--- config.mk ---
export PLATFORM = sky130hd
export DESIGN_NAME = execute_stage_md
export DESIGN_NICKNAME = d
export VERILOG_FILES = /design/src/rtl/execute_stage_md.sv
export SDC_FILE = /design/constraint.sdc
export NUM_CORES = 1
export LEC_CHECK = 0
export ABC_AREA = 1
export CORE_ASPECT_RATIO = 1.5
export CORE_MARGIN = 1
export CORE_UTILIZATION = 50
export CTS_BUF_LIST = sky130_fd_sc_hd__clkbuf_4
export DETAILED_ROUTE_END_ITERATION = 10
export PLACE_DENSITY_LB_ADDON = 0.08
export SKIP_CTS_REPAIR_TIMING = 1
export SKIP_LAST_GASP = 1
export SLEW_MARGIN = 15
export SYNTH_ARGS = -nofsm -noshare
export SYNTH_HDL_FRONTEND = slang
export SYNTH_SLANG_ARGS = --single-unit
--- constraint.sdc ---
create_clock -name clk -period 7.4 [get_ports clk]
set_clock_uncertainty 0.1 [all_clocks]
set_input_delay 1.48 -clock clk [delete_from_list [all_inputs] [get_ports clk]]
set_output_delay 1.48 -clock clk [all_outputs]
set_load 0.1 [all_outputs]
--- src/rtl/execute_stage_md.sv ---
// MIPS execute stage: ALU, two-level forwarding, iterative MULTU/DIVU
// with HI/LO, front-end stall and registered EX/MEM outputs.
module execute_stage_md #(
    parameter int DATA_W = 32,
    parameter int REG_AW = 5
) (
    input  logic              clk,
    input  logic              reset,
    input  logic [DATA_W-1:0] data_1,
    input  logic [DATA_W-1:0] data_2,
    input  logic [DATA_W-1:0] imm,
    input  logic [REG_AW-1:0] rs,
    input  logic [REG_AW-1:0] rt,
    input  logic [REG_AW-1:0] rd,
    input  logic [3:0]        ex,
    input  logic [2:0]        md_op,
    input  logic [2:0]        m_EX,
    input  logic [1:0]        wb_EX,
    input  logic [REG_AW-1:0] wb_write_register,
    input  logic [DATA_W-1:0] wb_write_data,
    input  logic              wb_reg_write,
    output logic              stall,
    output logic              md_busy,
    output logic [DATA_W-1:0] res,
    output logic              zero,
    output logic [REG_AW-1:0] write_register,
    output logic [DATA_W-1:0] write_data_ex,
    output logic [2:0]        m_MEM,
    output logic [1:0]        wb_MEM
);

    localparam int CW = $clog2(DATA_W + 1);

    typedef enum logic [2:0] {
        MD_NONE  = 3'd0,
        MD_MULTU = 3'd1,
        MD_DIVU  = 3'd2,
        MD_MFHI  = 3'd3,
        MD_MFLO  = 3'd4
    } md_op_e;

    logic [DATA_W-1:0] res_q, res_d;
    logic              zero_q, zero_d;
    logic [REG_AW-1:0] wr_q, wr_d;
    logic [DATA_W-1:0] wd_q, wd_d;
    logic [2:0]        m_q, m_d;
    logic [1:0]        wb_q, wb_d;
    logic [DATA_W-1:0] hi_q, hi_d;
    logic [DATA_W-1:0] lo_q, lo_d;
    logic [DATA_W-1:0] acc_q, acc_d;
    logic [DATA_W-1:0] sh_q, sh_d;
    logic [DATA_W-1:0] opb_q, opb_d;
    logic              is_div_q, is_div_d;
    logic              busy_q, busy_d;
    logic [CW-1:0]     cnt_q, cnt_d;

    logic [DATA_W-1:0] fwd_a, fwd_b, alu_b, alu_res, ex_res;
    logic [DATA_W:0]   mul_sum, rem_sh, div_sub;
    logic              div_ge;
    logic [DATA_W-1:0] step_acc, step_sh;
    md_op_e            md_sel;
    logic              issue;

    // MEM stage result has priority over the value being written back
    always_comb begin
        if (wb_q[0] && (wr_q != '0) && (wr_q == rs)) begin
            fwd_a = res_q;
        end else if (wb_reg_write && (wb_write_register != '0)
                     && (wb_write_register == rs)) begin
            fwd_a = wb_write_data;
        end else begin
            fwd_a = data_1;
        end
        if (wb_q[0] && (wr_q != '0) && (wr_q == rt)) begin
            fwd_b = res_q;
        end else if (wb_reg_write && (wb_write_register != '0)
                     && (wb_write_register == rt)) begin
            fwd_b = wb_write_data;
        end else begin
            fwd_b = data_2;
        end
        alu_b = ex[0] ? imm : fwd_b;
    end

    always_comb begin
        alu_res = '0;
        unique case (ex[2:1])
            2'd0: alu_res = fwd_a + alu_b;
            2'd1: alu_res = fwd_a - alu_b;
            2'd2: begin
                case (imm[5:0])
                    6'd32:   alu_res = fwd_a + alu_b;
                    6'd34:   alu_res = fwd_a - alu_b;
                    6'd36:   alu_res = fwd_a & alu_b;
                    6'd37:   alu_res = fwd_a | alu_b;
                    6'd39:   alu_res = ~(fwd_a | alu_b);
                    6'd42:   alu_res = {{(DATA_W-1){1'b0}},
                                        ($signed(fwd_a) < $signed(alu_b))};
                    default: alu_res = '0;
                endcase
            end
            2'd3: alu_res = '0;
        endcase
    end

    always_comb begin
        md_sel = MD_NONE;
        if (md_op <= 3'd4) begin
            md_sel = md_op_e'(md_op);
        end
        stall = busy_q && (md_sel != MD_NONE);
        issue = ((md_sel == MD_MULTU) || (md_sel == MD_DIVU)) && !stall;
        unique case (1'b1)
            (md_sel == MD_MFHI): ex_res = hi_q;
            (md_sel == MD_MFLO): ex_res = lo_q;
            default:             ex_res = alu_res;
        endcase
    end

    // One iteration step: shift-add multiply or restoring divide
    always_comb begin
        mul_sum  = {1'b0, acc_q}
                 + (sh_q[0] ? {1'b0, opb_q} : {(DATA_W+1){1'b0}});
        rem_sh   = {acc_q, sh_q[DATA_W-1]};
        div_sub  = rem_sh - {1'b0, opb_q};
        div_ge   = rem_sh >= {1'b0, opb_q};
        if (is_div_q) begin
            step_acc = div_ge ? div_sub[DATA_W-1:0] : rem_sh[DATA_W-1:0];
            step_sh  = {sh_q[DATA_W-2:0], div_ge};
        end else begin
            step_acc = mul_sum[DATA_W:1];
            step_sh  = {mul_sum[0], sh_q[DATA_W-1:1]};
        end
    end

    always_comb begin
        hi_d     = hi_q;
        lo_d     = lo_q;
        acc_d    = acc_q;
        sh_d     = sh_q;
        opb_d    = opb_q;
        is_div_d = is_div_q;
        busy_d   = busy_q;
        cnt_d    = cnt_q;
        if (busy_q) begin
            acc_d = step_acc;
            sh_d  = step_sh;
            cnt_d = cnt_q - CW'(1);
            if (cnt_q == CW'(1)) begin
                busy_d = 1'b0;
                hi_d   = step_acc;
                lo_d   = step_sh;
            end
        end else if (issue) begin
            busy_d   = 1'b1;
            cnt_d    = CW'(DATA_W);
            acc_d    = '0;
            is_div_d = (md_sel == MD_DIVU);
            opb_d    = (md_sel == MD_DIVU) ? fwd_b : fwd_a;
            sh_d     = (md_sel == MD_DIVU) ? fwd_a : fwd_b;
        end
    end

    always_comb begin
        res_d  = '0;
        zero_d = 1'b0;
        wr_d   = '0;
        wd_d   = '0;
        m_d    = '0;
        wb_d   = '0;
        if (!stall) begin
            res_d  = ex_res;
            zero_d = (alu_res == '0);
            wr_d   = ex[3] ? rd : rt;
            wd_d   = fwd_b;
            m_d    = m_EX;
            wb_d   = wb_EX;
        end
    end

    always_ff @(posedge clk) begin
        if (reset) begin
            res_q    <= '0;
            zero_q   <= 1'b0;
            wr_q     <= '0;
            wd_q     <= '0;
            m_q      <= '0;
            wb_q     <= '0;
            hi_q     <= '0;
            lo_q     <= '0;
            acc_q    <= '0;
            sh_q     <= '0;
            opb_q    <= '0;
            is_div_q <= 1'b0;
            busy_q   <= 1'b0;
            cnt_q    <= '0;
        end else begin
            res_q    <= res_d;
            zero_q   <= zero_d;
            wr_q     <= wr_d;
            wd_q     <= wd_d;
            m_q      <= m_d;
            wb_q     <= wb_d;
            hi_q     <= hi_d;
            lo_q     <= lo_d;
            acc_q    <= acc_d;
            sh_q     <= sh_d;
            opb_q    <= opb_d;
            is_div_q <= is_div_d;
            busy_q   <= busy_d;
            cnt_q    <= cnt_d;
        end
    end

    assign md_busy        = busy_q;
    assign res            = res_q;
    assign zero           = zero_q;
    assign write_register = wr_q;
    assign write_data_ex  = wd_q;
    assign m_MEM          = m_q;
    assign wb_MEM         = wb_q;

endmodule

==> results of run 1 <==
==> Yosys cell counts (all sizes together) <==
| cell | number | area share [%] |
|---|---|---|
| and2 | 3 | 0.085 |
| o22ai | 67 | 1.9 |
| o21bai | 19 | 0.70 |
| xor2 | 36 | 1.4 |
| nor4 | 6 | 0.20 |
| or2 | 15 | 0.42 |
| fa | 4 | 0.36 |
| a31oi | 19 | 0.54 |
| clkinv | 3 | 0.051 |
| nand3b | 24 | 0.81 |
| ha | 162 | 9.2 |
| a2bb2oi | 1 | 0.040 |
| inv | 504 | 8.6 |
| a21oi | 255 | 5.8 |
| dfxtp | 243 | 22 |
| a31o | 2 | 0.079 |
| nor2 | 377 | 6.5 |
| o21ai | 274 | 6.2 |
| nand4 | 54 | 1.5 |
| xnor2 | 22 | 0.87 |
| a41oi | 1 | 0.040 |
| or3 | 1 | 0.028 |
| nand2 | 995 | 17 |
| mux2i | 29 | 1.3 |
| clkbuf | 93 | 1.6 |
| nor3 | 31 | 0.72 |
| nand3 | 303 | 6.9 |
| a221oi | 13 | 0.51 |
| a211oi | 2 | 0.068 |
| buf | 55 | 1.3 |
| a22oi | 2 | 0.068 |
| a21boi | 6 | 0.20 |
| o211ai | 17 | 0.58 |
| a21o | 7 | 0.24 |
| o21a | 8 | 0.27 |
| o221ai | 46 | 1.8 |
| nor3b | 1 | 0.034 |
==> cell families (layout without fill, tap and decap cells) <==
logic type / after synthesis / in the layout / synth area share [%]
AND/OR/NAND/NOR: 1810 / 1810 / 34.3
AO/OA/AOI/OAI: 739 / 739 / 19.1
buffers and inverters: 655 / 916 / 11.5
flip-flops: 243 / 243 / 22.0
adder cells (fa/ha/maj): 166 / 166 / 9.53
XOR/XNOR: 58 / 58 / 2.30
multiplexers: 29 / 29 / 1.31
other: 0 / 9 / 0
==> registers in the layout, summed over array words and instances (netlist names) <==
name / cells
acc_q: 32
hi_q: 32
lo_q: 32
opb_q: 32
res: 32
sh_q: 32
write_data_ex: 32
cnt_q: 6
write_register: 5
m_MEM: 3
wb_MEM: 2
is_div_q: 1
md_busy: 1
zero: 1
==> power by group through the flow <==
stage                     Sequential, mW  Clock [mW]  Combinational [mW]
after floorplan                     1.68           0                1.06
after global placement              1.47           0                1.96
after detailed placement            1.47           0                1.97
after CTS                           1.44        1.31                1.98
after global routing                1.45        1.37                2.17
final                               1.45        1.29                2.06
==> area by class of cell <==
class / instances / area (sq um)
diodes: 9 / 22.5
multi-input cells: 2802 / 14700
repair buffers: 299 / 2880
flip-flops and latches: 243 / 4870
well taps: 576 / 721
clock inverters: 30 / 236
clock buffers: 80 / 601
inverters: 507 / 1900
fillers: 4331 / 17800
==> worst paths after layout <==
path	end	slack (ns)	cells past startpoint
worst max-delay path	zero	0.98	26
worst min-delay path	hi_q[2]	0.36	2
worst max register to register	zero	1.73	27
worst min register to register	hi_q[2]	0.36	2
==> layer usage <==
metal | wire length [um] | vias up | global-route usage [%]
met1 | 37400 | 12700 | 50.5
met5 | 12 | - | 0
met4 | 11200 | 2 | 42.5
met2 | 49400 | 1942 | 77.0
li1 | - | 12600 | -
met3 | 10900 | 595 | 9.86
==> worst reg2reg max path, stage by stage (launching register included) <==
cell and delay [ns]:
dfxtp_1 0.46, nor2_1 0.07, nand2_1 0.07, o21ai_1 0.10, nor4_1 0.26, nand3_2 0.14, buf_12 0.22, o21ai_0 0.85
nand2_1 0.12, o21ai_0 0.21, inv_1 0.09, ha_1 0.46, inv_1 0.21, nand2_1 0.10, nand2_1 0.12, a21oi_1 0.21
nand2_1 0.24, nand2_1 0.15, nand2_1 0.15, nand2_1 0.11, nand3_1 0.12, nand3_1 0.14, nand2_1 0.06, a21oi_1 0.44
nand3_1 0.18, nor2_1 0.13, nand2_1 0.06, nor2_1 0.08
==> per-stage QoR <==
step	utilization [%]	setup WS, ns	instances	hold slack, ns	cell area [sq um]
floorplan	-	2.40	3700	0.326	22100
finish	59.3	0.975	4546	0.363	26000
global placement	57.4	0.493	4427	0.343	25100
detailed placement	57.4	0.360	4427	0.349	25100
CTS	59.3	1.19	4537	0.363	25900
global route	59.3	0.704	4545	0.386	26000
==> results.md, run 1 <==
- Worst Path Class, Setup: input pin to register
- CTS tree: yes
- Wire length of the first global-routing pass: 160000 um
- Result of the run: complete, but fails checks
- Boundary Pins: 240
- Die W: 174 um
- Post-synth cell types: 55
- Detailed-placement wirelength estimate: 84500 um
- Number of remaining DRC errors: 1
- Vias after detailed routing: 27800
- Buffer levels on the longest clock path: 3
- Nature of the critical path startpoint: input pin
- Clock share of power: 27.0%
- Count of state elements after synthesis: 243
- Commonest non-fill, non-tap cells in the layout: 985 x nand2_1, 495 x inv_1, 370 x nor2_1
- Gr usage total: 46.7%
- Internal portion of total power: 2.61 mW
- Critical Path Start: rt[0]
- Max Cap Viol: 0
- Most common library cell in the layout ignoring fill and taps: nand2_1
- Violations in the final reports: design-rule violations
- Number of CTS-inserted buffers: 60
- Largest voltage drop on the vdd net: 0.133 mV
- Router iterations before antenna repair: 11
- Number of placement rows: 94
- GRT Residual Overflow: 0
- Area grow syn2layout: 17.4%
- Worst max-slew margin expressed relative to the limit: 11.0%
- Clock tree sinks: 243
- Leakage power figure: 12.5 nW
- PD cells: 185 nW/um^2
- Worst path required time: 8.03 ns
- Yosys warnings: 0
- Startpoint of the worst-slack reg-to-reg timing path: write_register[1]
- Cell with the most instances on the worst path: nand2_1
- Total power: 4.80 mW
- Clock latency at the later pin of the worst-skew pair: 0.80 ns
- Fraction of layout cells with a size suffix above 1: 5.15%
- Clk slew on worst S/H paths: 0.08 ns
- CP Buf/Inv Count: 4
- Via count of the first global-routing pass: 27100
- Wire per inst: 24.0 um
- Post-detailed-routing wire length: 109000 um
- Cell class contributing the biggest share of worst-path delay: simple AND/OR/NAND/NOR gates
- Initial antenna violation count: 10
- Number of DRC markers after the initial detailed-route iteration: 3137
- Highest-delay cell along the critical path: o21ai_0
- Relative contribution of combinational cells to total power: 42.9%
- Effective utilization at floorplan: 50.5%
- Maximum number of pins on one net before global-route repair: 66
- Post-layout nets: 4242
- Sequential element share of the synthesized area: 22.0%
- Post-synthesis average cell area: 5.98 sq um
- Synthesized cell area: 22100 sq um
- Height of the chip: 260 um
- Synthesized Nets: 4029
- Via density: 6.12
- Die Outline Area: 45100 sq um
- Largest incremental delay on the critical path: 0.78 ns
- Register share of total power: 30.1%
- Hold Crit Start: hi_q[2]
- Placeable core region: 43800 sq um
- Quantity of I/O buffers inserted on ports: 239
- Setup repair after global routing missed its margin: no
- Net Switching: 2.18 mW
- Accumulated negative setup slack: 0 ns
- Switching Share: 45.6%
- Kind of end point of the critical path: register
- Tightest Hold Check Type: register to register
- Cells after Synth: 3700
- Arrival time of the worst setup path: 7.05 ns
- Total setup violations reported at the end of the flow: 0
- Final antenna-violating net count: 0
- H-tree depth reported by CTS: 2
- Maximum operating frequency: 156 MHz
- Final Max Slew Viols: 0
- Clock root cell: clkbuf_4
- Number of failing hold endpoints at the final stage: 0
- Maximum fanout along the worst path: 64
- Post-route minimum period: 6.42 ns
- Weighted congestion reported at the end of routability-driven placement: 1.17
- Tightest Pin Transition: 1.33 ns
- Post-route fraction of the period consumed by the critical path: 86.8%
No activity file was read; power rests on OpenSTA's default activity.
==> inputs of run 2 (changes only) <==
--- a/config.mk
+++ b/config.mk
@@ -10,6 +10,7 @@
 export CORE_MARGIN = 1
 export CORE_UTILIZATION = 50
 export CTS_BUF_LIST = sky130_fd_sc_hd__clkbuf_4
+export CTS_CLUSTER_DIAMETER = 40
 export DETAILED_ROUTE_END_ITERATION = 10
 export PLACE_DENSITY_LB_ADDON = 0.08
 export SKIP_CTS_REPAIR_TIMING = 1
==> constraint.sdc (replaced) <==
create_clock -name clk -period 6.91 [get_ports clk]
set_clock_uncertainty 0.1 [all_clocks]
set_input_delay 1.382 -clock clk [delete_from_list [all_inputs] [get_ports clk]]
set_output_delay 1.382 -clock clk [all_outputs]
set_load 0.1 [all_outputs]
==> run 2 against run 1 <==
  * The run now ends clean
  * Sequential share of layout area is 0.25 points lower
  * Critical path depth did not move
  * Critical path type unchanged
  * Flip-flop and latch count unchanged
  * First-iteration DRC count up 10%
  * Design area grew 1.3%
==> results.md, run 2 (synthesis gave the netlist of run 1 again) <==
- Vias after detailed routing: 27900
- Post-layout nets: 4278
- Setup repair after global routing missed its margin: no
- Final antenna-violating net count: 0
- Result of the run: complete, no violations
- Largest voltage drop on the vdd net: 0.159 mV
- Cell with the most instances on the worst path: nand2_1
- Max Cap Viol: 0
- Wire per inst: 23.5 um
- H-tree depth reported by CTS: 3
- Number of CTS-inserted buffers: 66
- Clock latency at the later pin of the worst-skew pair: 0.79 ns
- Die Outline Area: 45100 sq um
- Boundary Pins: 240
- Worst Path Class, Setup: input pin to register
- Leakage power figure: 12.7 nW
- Effective utilization at floorplan: 50.5%
- Die W: 174 um
- GRT Residual Overflow: 0
- Kind of end point of the critical path: register
- Weighted congestion reported at the end of routability-driven placement: 1.16
- Clock root cell: clkbuf_4
- Initial antenna violation count: 11
- Height of the chip: 260 um
- Tightest Pin Transition: 1.17 ns
- Total setup violations reported at the end of the flow: 0
- Cell class contributing the biggest share of worst-path delay: simple AND/OR/NAND/NOR gates
- Number of failing hold endpoints at the final stage: 0
- Fraction of layout cells with a size suffix above 1: 6.04%
- Number of DRC markers after the initial detailed-route iteration: 3450
- Post-route fraction of the period consumed by the critical path: 88.8%
- Clk slew on worst S/H paths: 0.07 ns
- Maximum number of pins on one net before global-route repair: 66
- Accumulated negative setup slack: 0 ns
- Most common library cell in the layout ignoring fill and taps: nand2_1
- PD cells: 202 nW/um^2
- Via density: 6.09
- Nature of the critical path startpoint: input pin
- Number of remaining DRC errors: 0
- Wire length of the first global-routing pass: 158000 um
- Tightest Hold Check Type: register to register
- Via count of the first global-routing pass: 26900
- Fill cell count: 4285
- Worst max-slew margin expressed relative to the limit: 22.1%
- Quantity of I/O buffers inserted on ports: 239
- Arrival time of the worst setup path: 6.74 ns
- Router iterations before antenna repair: 7
- CTS tree: yes
- Gr usage total: 46.3%
- Total power: 5.32 mW
- Detailed-placement wirelength estimate: 84200 um
- Highest-delay cell along the critical path: o21ai_0
- Placeable core region: 43800 sq um
- Clock tree sinks: 243
- Largest incremental delay on the critical path: 0.57 ns
- Buffer levels on the longest clock path: 3
- Maximum fanout along the worst path: 64
- Commonest non-fill, non-tap cells in the layout: 985 x nand2_1, 495 x inv_1, 370 x nor2_1
- Post-route minimum period: 6.13 ns
- CP Buf/Inv Count: 4
- Maximum operating frequency: 163 MHz
- Area grow syn2layout: 19.0%
- Post-detailed-routing wire length: 107000 um
- Final Max Slew Viols: 0
- Worst path required time: 7.52 ns
- Number of placement rows: 94
-- run 2: changes by cell type in the layout (fill, tap and decap cells not counted), moves of 2 or more --
cell	change
buf_4	+29
bufinv_16	+3
clkbuf_4	+5
clkinv_1	-6
clkinv_2	-4
diode_2	-2
-- run 2: final timing paths --
| check | to | depth (start not counted) | slack (ns) | from |
|---|---|---|---|---|
| max | zero | 26 | 0.78 | rt[1] |
| min | res[1] | 2 | 0.35 | lo_q[1] |
| max reg2reg | zero | 27 | 1.42 | write_register[2] |
| min reg2reg | res[1] | 2 | 0.35 | lo_q[1] |
-- run 2: layout make-up --
cell class                      count  area [sq um]  area share (%)
Clock inverter                     25           295            1.12
Inverter                          507          1900            7.23
Tap cell                          576           721            2.74
Antenna cell                        7          17.5          0.0666
Multi-Input combinational cell   2802         14700            56.0
Clock buffer                       85           638            2.43
Sequential cell                   243          4870            18.5
Timing Repair Buffer              329          3140            11.9
-- run 2: worst min-delay path: cells and delay by family (launching register included) --
| kind | cells | cell delay (ns) |
|---|---|---|
| AO/OA/AOI/OAI | 1 | 0.07 |
| flip-flops | 1 | 0.31 |
| AND/OR/NAND/NOR | 1 | 0.07 |
-- run 2: report_power, final --
group          leakage [nW]  internal (mW)  total, mW  switching, mW
clock                 0.532          0.841       1.56          0.715
sequential             1.98           1.48       1.54         0.0654
combinational          10.2          0.648       2.22           1.57
-- run 2: metrics by stage --
step / utilization [%] / hold WS [ns] / instance area [sq um] / setup slack, ns / cells
3_3_place_gp: 57.9 / 0.341 / 25300 / 0.326 / 4456
2_1_floorplan: - / 0.326 / 22100 / 2.11 / 3700
6_report: 60.1 / 0.354 / 26300 / 0.775 / 4574
3_5_place_dp: 57.9 / 0.345 / 25300 / 0.231 / 4456
4_1_cts: 60.0 / 0.343 / 26300 / 1.02 / 4566
5_1_grt: 60.1 / 0.377 / 26300 / 0.608 / 4573
-- run 2: per-layer routing --
metal  up-vias  track usage, %  wire length [um]
li1      12700               -                 -
met1     12800            49.9             36900
met2      1843            77.9             49700
met3       528            10.7             10800
met4         6            37.7              9900
met5         -               0                40
